File: config.mk
export PLATFORM = sky130hd
export DESIGN_NAME = cordic_denorm_pipe
export DESIGN_NICKNAME = d
export VERILOG_FILES = /design/src/rtl/cordic_pkg.sv /design/src/rtl/cordic_round_sat.sv /design/src/rtl/cordic_denorm_pipe.sv
export SDC_FILE = /design/constraint.sdc
export NUM_CORES = 1
export LEC_CHECK = 0
export ABC_AREA = 1
export BUFFER_PORTS_ARGS = -buffer_cell sky130_fd_sc_hd__buf_2
export CAP_MARGIN = 40
export CORE_MARGIN = 2
export CORE_UTILIZATION = 55
export CTS_CLUSTER_SIZE = 12
export DETAILED_ROUTE_END_ITERATION = 8
export PLACE_DENSITY = 0.75
export SYNTH_ARGS = -nofsm -noshare
export SYNTH_HDL_FRONTEND = slang
export SYNTH_SLANG_ARGS = --single-unit
File: constraint.sdc
create_clock -name clk -period 4.95 [get_ports clk]
set_clock_uncertainty 0.1 [all_clocks]
set_input_delay 0.99 -clock clk [delete_from_list [all_inputs] [get_ports clk]]
set_output_delay 0.99 -clock clk [all_outputs]
set_load 0.01 [all_outputs]
File: src/rtl/cordic_pkg.sv
// cordic_pkg
//   Shared definitions for the CORDIC output path.
//   - IN_W_DEF / OUT_W_DEF / SHIFT_W_DEF : default operand, result and shift widths
//   - SHIFT_LEFT / SHIFT_RIGHT           : encodings of the type_shift input
//   - OUT_MAX / OUT_MIN                  : saturation limits at the default result width
package cordic_pkg;

  localparam int IN_W_DEF    = 40;
  localparam int OUT_W_DEF   = 32;
  localparam int SHIFT_W_DEF = 6;

  localparam logic SHIFT_LEFT  = 1'b0;
  localparam logic SHIFT_RIGHT = 1'b1;

  localparam logic [OUT_W_DEF-1:0] OUT_MAX = {1'b0, {(OUT_W_DEF-1){1'b1}}};
  localparam logic [OUT_W_DEF-1:0] OUT_MIN = {1'b1, {(OUT_W_DEF-1){1'b0}}};

endpackage

File: src/rtl/cordic_round_sat.sv
// cordic_round_sat
//   Combinational round-half-up and saturate of a shifted CORDIC value.
//   Ports:
//     shifted  in  IN_W+1  signed shifted value (guard bits in the low IN_W-OUT_W bits)
//     ovf      in  1       value already overflowed during the shift
//     ovf_neg  in  1       direction of that overflow (1 = toward -inf)
//     result   out OUT_W   rounded, saturated result
//     sat      out 1       result was clamped
//   IN_W - OUT_W must be at least 1 (there is always a rounding bit).
module cordic_round_sat
  import cordic_pkg::*;
#(
  parameter int IN_W  = IN_W_DEF,
  parameter int OUT_W = OUT_W_DEF
) (
  input  logic [IN_W:0]    shifted,
  input  logic             ovf,
  input  logic             ovf_neg,
  output logic [OUT_W-1:0] result,
  output logic             sat
);

  localparam int GUARD_W = IN_W - OUT_W;
  // One bit wider than the shifted value so the rounding carry is never lost.
  localparam int SUM_W   = IN_W + 2;
  localparam int Q_W     = SUM_W - GUARD_W;  // OUT_W + 2

  localparam logic [OUT_W-1:0] SAT_HI =
    (OUT_W == OUT_W_DEF) ? OUT_W'(OUT_MAX) : {1'b0, {(OUT_W-1){1'b1}}};
  localparam logic [OUT_W-1:0] SAT_LO =
    (OUT_W == OUT_W_DEF) ? OUT_W'(OUT_MIN) : {1'b1, {(OUT_W-1){1'b0}}};

  logic [SUM_W-1:0] sum;
  logic [Q_W-1:0]   q;
  logic             pos_over;
  logic             neg_over;

  always_comb begin
    sum = {shifted[IN_W], shifted} + (SUM_W'(1) << (GUARD_W - 1));
    q   = sum[SUM_W-1:GUARD_W];
    // q fits the output iff its top three bits are identical.
    pos_over = !q[Q_W-1] && (|q[Q_W-2:OUT_W-1]);
    neg_over =  q[Q_W-1] && !(&q[Q_W-2:OUT_W-1]);

    result = q[OUT_W-1:0];
    sat    = 1'b0;
    if (ovf) begin
      result = ovf_neg ? SAT_LO : SAT_HI;
      sat    = 1'b1;
    end else if (pos_over) begin
      result = SAT_HI;
      sat    = 1'b1;
    end else if (neg_over) begin
      result = SAT_LO;
      sat    = 1'b1;
    end
  end

endmodule

File: src/rtl/cordic_denorm_pipe.sv
// cordic_denorm_pipe
//   Two-stage denormalisation: S1 undoes the normalisation shift, S2 rounds
//   away the guard bits and saturates. Valid/ready on both sides, capacity 2.
//   Ports:
//     clk, rst        clock, asynchronous active-high reset
//     in_valid/ready  input handshake (in_ready depends combinationally on out_ready)
//     operand         signed IN_W input value
//     shift_amt       shift distance 0 .. 2^SHIFT_W-1
//     type_shift      SHIFT_LEFT or SHIFT_RIGHT (arithmetic)
//     out_valid/ready output handshake
//     denorm_operand  rounded, saturated OUT_W result
//     sat             result was clamped
module cordic_denorm_pipe
  import cordic_pkg::*;
#(
  parameter int IN_W    = IN_W_DEF,
  parameter int OUT_W   = OUT_W_DEF,
  parameter int SHIFT_W = SHIFT_W_DEF
) (
  input  logic               clk,
  input  logic               rst,
  input  logic               in_valid,
  output logic               in_ready,
  input  logic [IN_W-1:0]    operand,
  input  logic [SHIFT_W-1:0] shift_amt,
  input  logic               type_shift,
  output logic               out_valid,
  input  logic               out_ready,
  output logic [OUT_W-1:0]   denorm_operand,
  output logic               sat
);

  // Wide enough to hold any left-shifted operand without losing bits, so the
  // overflow check can look at everything above the IN_W+1 result window.
  localparam int EXT_W = IN_W + (1 << SHIFT_W);

  // ---------------- S1: shift ----------------
  logic [EXT_W-1:0] ext_op;
  logic [EXT_W-1:0] lsh;
  logic [IN_W:0]    rsh;
  logic [IN_W:0]    shift_res;
  logic             shift_ovf;

  logic             s1_valid_q, s1_valid_d;
  logic [IN_W:0]    s1_val_q,   s1_val_d;
  logic             s1_ovf_q,   s1_ovf_d;
  logic             s1_neg_q,   s1_neg_d;

  // ---------------- S2: round / saturate ----------------
  logic             s2_valid_q, s2_valid_d;
  logic [OUT_W-1:0] res_q,      res_d;
  logic             sat_q,      sat_d;
  logic [OUT_W-1:0] rs_result;
  logic             rs_sat;

  logic             s1_adv;
  logic             s2_adv;

  always_comb begin
    ext_op = {{(EXT_W-IN_W){operand[IN_W-1]}}, operand};
    lsh    = ext_op << shift_amt;
    rsh    = $signed({operand[IN_W-1], operand}) >>> shift_amt;

    shift_res = '0;
    shift_ovf = 1'b0;
    case (type_shift)
      SHIFT_LEFT: begin
        shift_res = lsh[IN_W:0];
        // Everything from bit IN_W upward must be a copy of the sign.
        shift_ovf = !((&lsh[EXT_W-1:IN_W]) || !(|lsh[EXT_W-1:IN_W]));
      end
      SHIFT_RIGHT: begin
        shift_res = rsh;
      end
      default: begin
        shift_res = '0;
      end
    endcase
  end

  cordic_round_sat #(
    .IN_W  (IN_W),
    .OUT_W (OUT_W)
  ) u_round_sat (
    .shifted (s1_val_q),
    .ovf     (s1_ovf_q),
    .ovf_neg (s1_neg_q),
    .result  (rs_result),
    .sat     (rs_sat)
  );

  always_comb begin
    s2_adv   = !s2_valid_q || out_ready;
    s1_adv   = !s1_valid_q || s2_adv;
    in_ready = s1_adv;

    s1_valid_d = s1_valid_q;
    s1_val_d   = s1_val_q;
    s1_ovf_d   = s1_ovf_q;
    s1_neg_d   = s1_neg_q;
    if (s1_adv) begin
      s1_valid_d = in_valid;
      if (in_valid) begin
        s1_val_d = shift_res;
        s1_ovf_d = shift_ovf;
        s1_neg_d = operand[IN_W-1];
      end
    end

    s2_valid_d = s2_valid_q;
    res_d      = res_q;
    sat_d      = sat_q;
    if (s2_adv) begin
      s2_valid_d = s1_valid_q;
      if (s1_valid_q) begin
        res_d = rs_result;
        sat_d = rs_sat;
      end
    end
  end

  always_ff @(posedge clk or posedge rst) begin
    if (rst) begin
      s1_valid_q <= 1'b0;
      s1_val_q   <= '0;
      s1_ovf_q   <= 1'b0;
      s1_neg_q   <= 1'b0;
      s2_valid_q <= 1'b0;
      res_q      <= '0;
      sat_q      <= 1'b0;
    end else begin
      s1_valid_q <= s1_valid_d;
      s1_val_q   <= s1_val_d;
      s1_ovf_q   <= s1_ovf_d;
      s1_neg_q   <= s1_neg_d;
      s2_valid_q <= s2_valid_d;
      res_q      <= res_d;
      sat_q      <= sat_d;
    end
  end

  assign out_valid      = s2_valid_q;
  assign denorm_operand = res_q;
  assign sat            = sat_q;

endmodule
# Word level (Yosys, flattened, before mapping)
# Cells that the tools add are included.
# W data, S select, Z words.
[classes]
shifts = 2
n_reduce_logical = 17
n_addsub = 1
bitwise = 1
mux = 9
[op_table]
columns = ["op", "count"]
rows = [
  ["$mux W32", 4],
  ["$shl A104 B6 Y104", 1],
  ["$pmux W41 S2", 1],
  ["$reduce_and A64 Y1", 1],
  ["$reduce_or A64 Y1", 1],
  ["$add A41 B9 Y42 const B", 1],
  ["$sshr A40 B6 Y41", 1],
  ["$logic_not A1 Y1", 6],
  ["$reduce_and A2 Y1", 3],
  ["$mux W1", 4],
  ["$logic_or A1 B1 Y1", 3],
  ["$logic_and A1 B1 Y1", 2],
  ["$reduce_or A2 Y1", 1],
  ["$not A1 Y1", 1],
]
[totals]
wordCells = 37
ff_bits = 78

# Depth between registers and ports, before layout
# Gate-level depths: netlist (run 1).
[logic_depth]
depth_word = 7
mapped_depth = 22
depth_no_buf = 21

# Hierarchy
# Synthesis (run 1) repeated with hierarchy kept, for this count alone.
[hier_totals]
cells_unflattened = 1823
hier_area_um2 = 10450.0
[modules_own_cells]
columns = ["mod", "cells_per_inst", "seq_area_each_um2", "area_per_inst_um2", "n_inst"]
rows = [
  ["cordic_denorm_pipe", 1556, 1951.9, 8842.2, 1],
  ["cordic_round_sat", 267, 0.0, 1607.8, 1],
]

# Worst setup path before layout (run 1)
# No wires, ideal clock.
[synth_timing]
path_type = "input port to flip-flop"
from = "input shift_amt[2]"
to = "register s1_val_q[10]"
stages = 10
slack_ns = 2.161
t_required_ns = 4.713
setup_ns = 0.137
arrival_ns = 2.552
path_buffers = 4
path_cell_list = "buf_2 clkinv_1 buf_2 clkbuf_1 clkbuf_1 nor2_1 o311ai_0 nand3_1 nand2_1 a31oi_1"
[synth_via]
elab_chain_len = 2
[synth_rtl]
columns = ["item", "line", "text"]
rows = [
  ["start: declaration", "cordic_denorm_pipe.sv:25", "input logic [SHIFT_W-1:0] shift_amt,"],
  ["$sshr A40 B6 Y41 / $shl A104 B6 Y104 (equally long branches)", "cordic_denorm_pipe.sv:62, cordic_denorm_pipe.sv:61", ""],
  ["$pmux W41 S2 *", "cordic_denorm_pipe.sv:66", "case (type_shift)"],
  ["end signal: assignment", "cordic_denorm_pipe.sv:133", "s1_val_q <= s1_val_d;"],
  ["end: declaration", "cordic_denorm_pipe.sv:45", "logic [IN_W:0] s1_val_q, s1_val_d;"],
]
# Every way passes the cells marked *; elsewhere a longest branch is shown, timed or not.
# A chain may end at the register's enable or synchronous reset.

# Worst setup path in the final report (run 1)
[layout_timing]
from = "input shift_amt[0]"
to = "register s1_ovf_q"
[layout_via]
elab_chain_len = 6
[layout_rtl]
columns = ["item", "line", "text"]
rows = [
  ["$shl A104 B6 Y104 *", "cordic_denorm_pipe.sv:61", "lsh = ext_op << shift_amt;"],
  ["$reduce_or A64 Y1", "cordic_denorm_pipe.sv:70", "shift_ovf = !((&lsh[EXT_W-1:IN_W]) || !(|lsh[EXT_W-1:IN_W]));"],
  ["$logic_not A1 Y1", "cordic_denorm_pipe.sv:70", ""],
  ["$logic_or A1 B1 Y1 *", "cordic_denorm_pipe.sv:70", ""],
  ["$logic_not A1 Y1 *", "cordic_denorm_pipe.sv:70", ""],
  ["$mux W1 *", "cordic_denorm_pipe.sv:66", ""],
  ["end signal: assignment", "cordic_denorm_pipe.sv:134", "s1_ovf_q <= s1_ovf_d;"],
  ["end: declaration", "cordic_denorm_pipe.sv:46", "logic s1_ovf_q, s1_ovf_d;"],
]
# Marked as above.

==> metrics.csv, run 1 <==
stage,metric,value,unit
status,outcome,completed,
clocking,post-CTS resize count,0,
timing,Hold Fails Final Rpt,0,
routing,drt pass-1 iters,7,
worst_setup_path,worst-case reg-to-reg path depth,13,
worst_setup_path,Worst path slowest cell,buf_2,
cells_and_area,ANT cells,0,
placement,Final Wtd Congestion,1.13,
yosys,Most used DFF post-synth,dfrtp_1,
clocking,Root Driver,clkbuf_16,
yosys,#FFs+latches synth,71,
worst_setup_path,"Critical Path, Cell by Cell","buf_2, inv_2, buf_4, nand2_1, nand3_1, nand3_1, nand2_1, nand2_1, nand2_1, nand2_1, nand2_1, nand2_1, nand2_1, nor2_1, nand2_1, nor2_1, nand2_1, nor2_1, nand2_1, nand3_1, nand2_1",
die,IO Count,86,
routing,vias after detailed routing,11700,
yosys,area fraction of the dominant cell type after synthesis,24.8,%
cells_and_area,final core utilization,60.3,%
timing,fin crit share,75.5,%
hold_path,hold path cells,2,
routing,number of remaining DRC errors,0,
clocking,CTS H-tree depth,3,
timing,Slew HR,40.7,%
yosys,Cells after Synth,1667,
worst_setup_path,Worst path max stage delay,0.53,ns
clocking,CTS Buffer Depth,2,
timing,fin. max-slew vios,0,
hold_path,worst hold-check path type,reg2reg,
worst_setup_path,CP Data Arrival Time,3.87,ns
worst_setup_path,crit-path max FO,40,
routing,Final ANT Viol Nets,0,
yosys,Synth area leader,nand2_1,
clocking,Post-CTS Hold Buffers,0,
clocking,cts bufs inserted,9,
timing,Worst-Margin Slew,0.888,ns
yosys,dominant cells by area after synthesis,"nand2_1, nand3_1, dfrtp_1",
routing,DRT iter0 DRCs,1613,
die,CORE AREA,0.0164,mm²
clocking,CTS tree,built,
cells_and_area,Filler cells,1642,
routing,drt via density,6.18,
clocking,postcts setup bufs,0,
yosys,Synth Warn #,0,
yosys,Mapped Nets,1719,
job,max cap viols,0,
routing,wire per inst,18.9,µm
yosys,sequential element share of the synthesized area,19.4,%
clocking,Skew-Pair Late Insertion Delay,0.34,ns
yosys,Async SR Flop Fraction,100,%
worst_setup_path,CP endpoint kind,flip-flop,
grt,initial antenna violation count,0,
timing,post-route setup slack,1.21,ns
timing,FMAX,0.268,GHz
placement,Post-DP HPWL,27700,µm
die,die height,133,µm
power_and_ir_drop,Pwr per Cell Area,284,mW/mm²
timing,Setup Viol. Count Final,0,
routing,final wirelength,36000,µm
die,Std-Cell Rows,47,
timing,fin crit period,3.74,ns
cells_and_area,# nets final,1729,
die,die area,0.0177,mm²
clocking,"CTS clk-pin slew, worst paths",0.06,ns
clocking,# clock sinks,71,
grt,global-route wire length before repair,56200,µm
grt,GRT overflow,0,
worst_setup_path,cell mode on critical path,nand2_1,
worst_setup_path,Crit Path Class,in2reg,
cells_and_area,layout cells sized above 1,10.9,%
timing,setup TNS,0,ns
yosys,Mean Syn Cell Area,5.50,µm²
cells_and_area,area grow syn2layout,8.04,%
grt,gr usage total,40.5,%
worst_setup_path,startpoint types,input pin,
placement,pre-CTS WS,0.978,ns
die,Initial Util,55.9,%
timing,RSZ-0062 raised after global routing,false,
die,die width,133,µm
power_and_ir_drop,Pleak,4.83,nW
grt,vias in the first global route,10700,
yosys,Post-Syn Area,0.00916,mm²
power_and_ir_drop,Max IR drop VDD,0.000283,V
worst_setup_path,WP data required,5.08,ns
yosys,Post-synth EDFFs,0,
placement,PortBufs,85,
yosys,Synth cell types,49,
grt,largest net degree at the start of global routing,73,
[kinds of logic after synthesis]
logic type	after synthesis	share of synthesized area, %
simple gates	1188	56.4
compound gates	211	14.3
buf+inv	178	8.06
flops	71	19.4
xor+xnor	16	1.53
mux	2	0.218
fa+ha+maj	1	0.137
[metrics by stage]
| step | instance area [µm²] | power (mW) | hold WS (ns) | std cells |
|---|---|---|---|---|
| 2_1_floorplan | 9160 | 1.73 | 0.347 | 1667 |
| 3_3_place_gp | 9550 | 2.08 | 0.363 | 1883 |
| 3_5_place_dp | 9600 | 2.13 | 0.374 | 1886 |
| 4_1_cts | 9900 | 2.78 | 0.390 | 1902 |
| 5_1_grt | 9900 | 2.98 | 0.411 | 1902 |
| 6_report | 9900 | 2.81 | 0.385 | 1902 |
[worst max-delay path: cells and delay by family]
family	cells	cell delay, ns
simple gates	18	1.71
buf+inv	3	1.17
[registers in the layout, indices dropped and copies added (netlist names)]
register        flops
s1_val_q           34
s1_ovf_q            1
s1_neg_q            1
out_valid           1
sat                 1
denorm_operand     32
s1_valid_q          1
[power by group]
group	internal (mW)	switching, mW
Sequential	0.734	0.115
Combinational	0.433	0.877
Clock	0.404	0.246
[area by class of cell]
cell class	count	area, µm²	share of cell area [%]
tap	220	275	2.78
timing repair buffer	108	631	6.37
clock inverter	5	56.3	0.569
sequential	71	1780	17.9
multi-input combinational	1418	6660	67.3
clock buffer	11	243	2.45
inverter	69	259	2.62
[metal layers]
| layer | up-vias | wire length [µm] | global-route usage, % |
|---|---|---|---|
| li1 | 5593 | - | - |
| met1 | 5277 | 13800 | 51.7 |
| met2 | 742 | 16600 | 65.6 |
| met3 | 133 | 3740 | 7.70 |
| met4 | 0 | 1970 | 20.0 |
| met5 | - | 0 | 0 |
[cell usage after synthesis (17+ instances only)]
| library cell | count |
|---|---|
| a21oi_1 | 41 |
| a21oi_2 | 22 |
| buf_1 | 29 |
| buf_2 | 17 |
| clkbuf_1 | 57 |
| dfrtp_1 | 71 |
| inv_1 | 58 |
| nand2_1 | 606 |
| nand3_1 | 371 |
| nand4_1 | 18 |
| nor2_1 | 142 |
| o21ai_0 | 87 |
[cell usage in the layout, fill, tap and decap left out, types with 5 or more instances in the layout]
cell         n
nand2_1    606
nand3_1    371
nor2_1     142
o21ai_0     87
buf_2       85
dfrtp_1     71
inv_1       57
a21oi_1     40
a21oi_2     22
buf_4       21
nand4_1     18
a31oi_1     16
and2_1      13
o211ai_1    13
nor3_1       9
xor2_1       9
clkbuf_16    9
inv_2        7
a22oi_1      7
xnor2_1      7
or2_2        6
a32oi_1      6
clkinv_1     5
nand3_2      5
[path summary, 6_finish.rpt]
check | startpoint | endpoint | slack (ns)
min in group asynchronous | rst | denorm_operand[3]$_DFFE_PP0P_ | 0.68
min | s1_ovf_q$_DFFE_PP0P_ | s1_ovf_q$_DFFE_PP0P_ | 0.39
max | shift_amt[0] | s1_ovf_q$_DFFE_PP0P_ | 1.21
max in group asynchronous | rst | s1_val_q[26]$_DFFE_PP0P_ | 3.16
min reg2reg | s1_ovf_q$_DFFE_PP0P_ | s1_ovf_q$_DFFE_PP0P_ | 0.39
max reg2reg | s1_val_q[8]$_DFFE_PP0P_ | denorm_operand[12]$_DFFE_PP0P_ | 2.09
Power figures use the tool's default switching activity.
==> run 2: changes to the inputs <==
==> constraint.sdc (replaced) <==
create_clock -name clk -period 3.9 [get_ports clk]
set_clock_uncertainty 0.1 [all_clocks]
set_input_delay 0.78 -clock clk [delete_from_list [all_inputs] [get_ports clk]]
set_output_delay 0.78 -clock clk [all_outputs]
set_load 0.01 [all_outputs]
==> run 2 against run 1 <==
  * First-iteration DRC count up 0.81%
  * Largest cell class unchanged
  * Critical path depth down 6
  * Power increased by 25%
  * Via count shrank 0.17%
  * Non-clock buffer count did not move
  * Combinational power increased by 26%
  * Final cell count is essentially flat
  * Global-route usage hardly changed
  * Core utilization is essentially flat
  * Hold slack improved by 0.0047 ns
  * Die area unchanged
  * Final area about the same
==> metrics.csv, run 2 (synthesis gave the netlist of run 1 again) <==
stage,metric,value,unit,change
routing,Final ANT Viol Nets,0,,unchanged
clocking,Root Driver,clkbuf_16,,unchanged
hold_path,worst hold-check path type,reg2reg,,unchanged
timing,Hold Fails Final Rpt,0,,unchanged
clocking,CTS tree,built,,unchanged
die,Initial Util,55.9,%,unchanged
status,outcome,completed,,unchanged
clocking,CTS Buffer Depth,2,,unchanged
timing,fin crit share,82.2,%,
timing,Setup Viol. Count Final,0,,unchanged
routing,wire per inst,19.0,µm,was 18.9 µm
cells_and_area,max reg flops,34,,unchanged
cells_and_area,most frequent cells in the layout,"nand2_1, nand3_1, nor2_1",,unchanged
clocking,Post-CTS Hold Buffers,0,,unchanged
power_and_ir_drop,Pwr Total,3.50,mW,was 2.81 mW
job,max cap viols,0,,unchanged
cells_and_area,Top reg by flops,s1_val_q,,unchanged
clocking,"CTS clk-pin slew, worst paths",0.06,ns,about the same
worst_setup_path,CP endpoint kind,flip-flop,,unchanged
clocking,post-CTS resize count,0,,unchanged
timing,fin crit period,3.20,ns,
die,Std-Cell Rows,47,,unchanged
grt,initial antenna violation count,1,,was 0
cells_and_area,# nets final,1729,,unchanged
cells_and_area,ANT cells,0,,unchanged
clocking,# clock sinks,71,,unchanged
power_and_ir_drop,Max IR drop VDD,0.000451,V,was 0.000283 V
routing,DRT iter0 DRCs,1626,,was 1613
placement,PortBufs,85,,unchanged
clocking,Skew-Pair Late Insertion Delay,0.33,ns,was 0.34 ns
die,die width,133,µm,unchanged
timing,Slew HR,43.6,%,was 40.7%
clocking,postcts setup bufs,0,,unchanged
timing,Worst-Margin Slew,0.845,ns,was 0.888 ns
timing,FMAX,0.312,GHz,
timing,setup TNS,0,ns,unchanged
worst_setup_path,Reg2Reg Setup Slack,0.97,ns,was 2.09 ns
worst_setup_path,crit-path max FO,42,,was 40
routing,number of remaining DRC errors,0,,unchanged
timing,fin. max-slew vios,0,,unchanged
die,die height,133,µm,unchanged
cells_and_area,Filler cells,1695,,was 1642
die,IO Count,86,,unchanged
grt,gr usage total,40.5,%,about the same
grt,global-route wire length before repair,56300,µm,was 56200 µm
grt,vias in the first global route,10700,,about the same
die,CORE AREA,0.0164,mm²,unchanged
cells_and_area,layout cells sized above 1,10.9,%,about the same
placement,Post-DP HPWL,27400,µm,was 27700 µm
cells_and_area,post-route cell area,0.00989,mm²,was 0.00990 mm²
placement,Placed Area,0.00961,mm²,was 0.00960 mm²
routing,vias after detailed routing,11700,,about the same
clocking,cts bufs inserted,9,,unchanged
routing,drt pass-1 iters,7,,unchanged
timing,RSZ-0062 raised after global routing,false,,unchanged
power_and_ir_drop,Pwr per Cell Area,354,mW/mm²,was 284 mW/mm²
worst_setup_path,Crit Path Class,in2reg,,unchanged
grt,largest net degree at the start of global routing,73,,unchanged
cells_and_area,"commonest non-fill, non-tap cell in the layout",nand2_1,,unchanged
power_and_ir_drop,Pleak,4.82,nW,was 4.83 nW
worst_setup_path,CP Data Arrival Time,3.33,ns,was 3.87 ns
grt,GRT overflow,0,,unchanged
clocking,CTS H-tree depth,3,,unchanged
worst_setup_path,startpoint types,input pin,,unchanged
placement,Final Wtd Congestion,1.07,,was 1.13
routing,drt via density,6.17,,was 6.18
worst_setup_path,WP data required,4.02,ns,was 5.08 ns
die,die area,0.0177,mm²,unchanged
cells_and_area,area grow syn2layout,7.97,%,was 8.04%
routing,final wirelength,36100,µm,was 36000 µm
## run 2: cell types whose count changed in the layout (fill, tap and decap cells not counted), sizes merged
| cell | change |
|---|---|
| clkinvlp | +2 |
| inv | -1 |
| clkbuf | -2 |
## run 2: through the flow
stage,hold WS (ns),cells,setup slack (ns),utilization (%)
after global routing,0.410,1901,0.525,60.3
final,0.390,1901,0.696,60.3
after floorplan,0.347,1667,1.22,-
after global placement,0.364,1886,0.448,58.6
after CTS,0.392,1901,0.850,60.3
after detailed placement,0.378,1886,0.515,58.6
## run 2: routing by layer
| metal | track usage (%) | wire, µm | vias to the layer above |
|---|---|---|---|
| li1 | - | - | 5601 |
| met5 | 0 | 0 | - |
| met2 | 67.1 | 16500 | 713 |
| met3 | 6.93 | 3720 | 162 |
| met1 | 51.0 | 13800 | 5249 |
| met4 | 19.7 | 2070 | 0 |
## run 2: layout make-up
cell class | count | area [µm²] | share of cell area (%)
multi-input combinational | 1418 | 6660 | 67.3
tap | 220 | 275 | 2.78
clock inverter | 6 | 62.6 | 0.632
clock buffer | 9 | 225 | 2.28
timing repair buffer | 108 | 636 | 6.42
inverter | 69 | 259 | 2.62
sequential | 71 | 1780 | 18.0
## run 2: critical path: stages
cell and delay (ns):
buf_2 0.11, inv_2 0.48, nand2_1 0.23, nand3_1 0.15
nand3_1 0.22, nand3_1 0.29, nand3_1 0.21, nand3_1 0.22
nand3_1 0.12, nor2_1 0.10, nand3_1 0.08, a21oi_1 0.12
nand2_1 0.08, nand3_1 0.08, nand2_1 0.05
## run 2: worst paths after layout
check	end	cells past startpoint	start
worst max register to register	denorm_operand[9]$_DFFE_PP0P_	13	s1_val_q[7]$_DFFE_PP0P_
max in group asynchronous	denorm_operand[22]$_DFFE_PP0P_	3	rst
worst max-delay path	s1_ovf_q$_DFFE_PP0P_	15	shift_amt[0]
worst min-delay path	s1_neg_q$_DFFE_PP0P_	2	s1_neg_q$_DFFE_PP0P_
worst min register to register	s1_neg_q$_DFFE_PP0P_	2	s1_neg_q$_DFFE_PP0P_
min in group asynchronous	denorm_operand[4]$_DFFE_PP0P_	3	rst
## run 2: power by group
| part | switching, mW | internal [mW] |
|---|---|---|
| clock network | 0.289 | 0.488 |
| logic | 1.11 | 0.539 |
| registers | 0.143 | 0.932 |
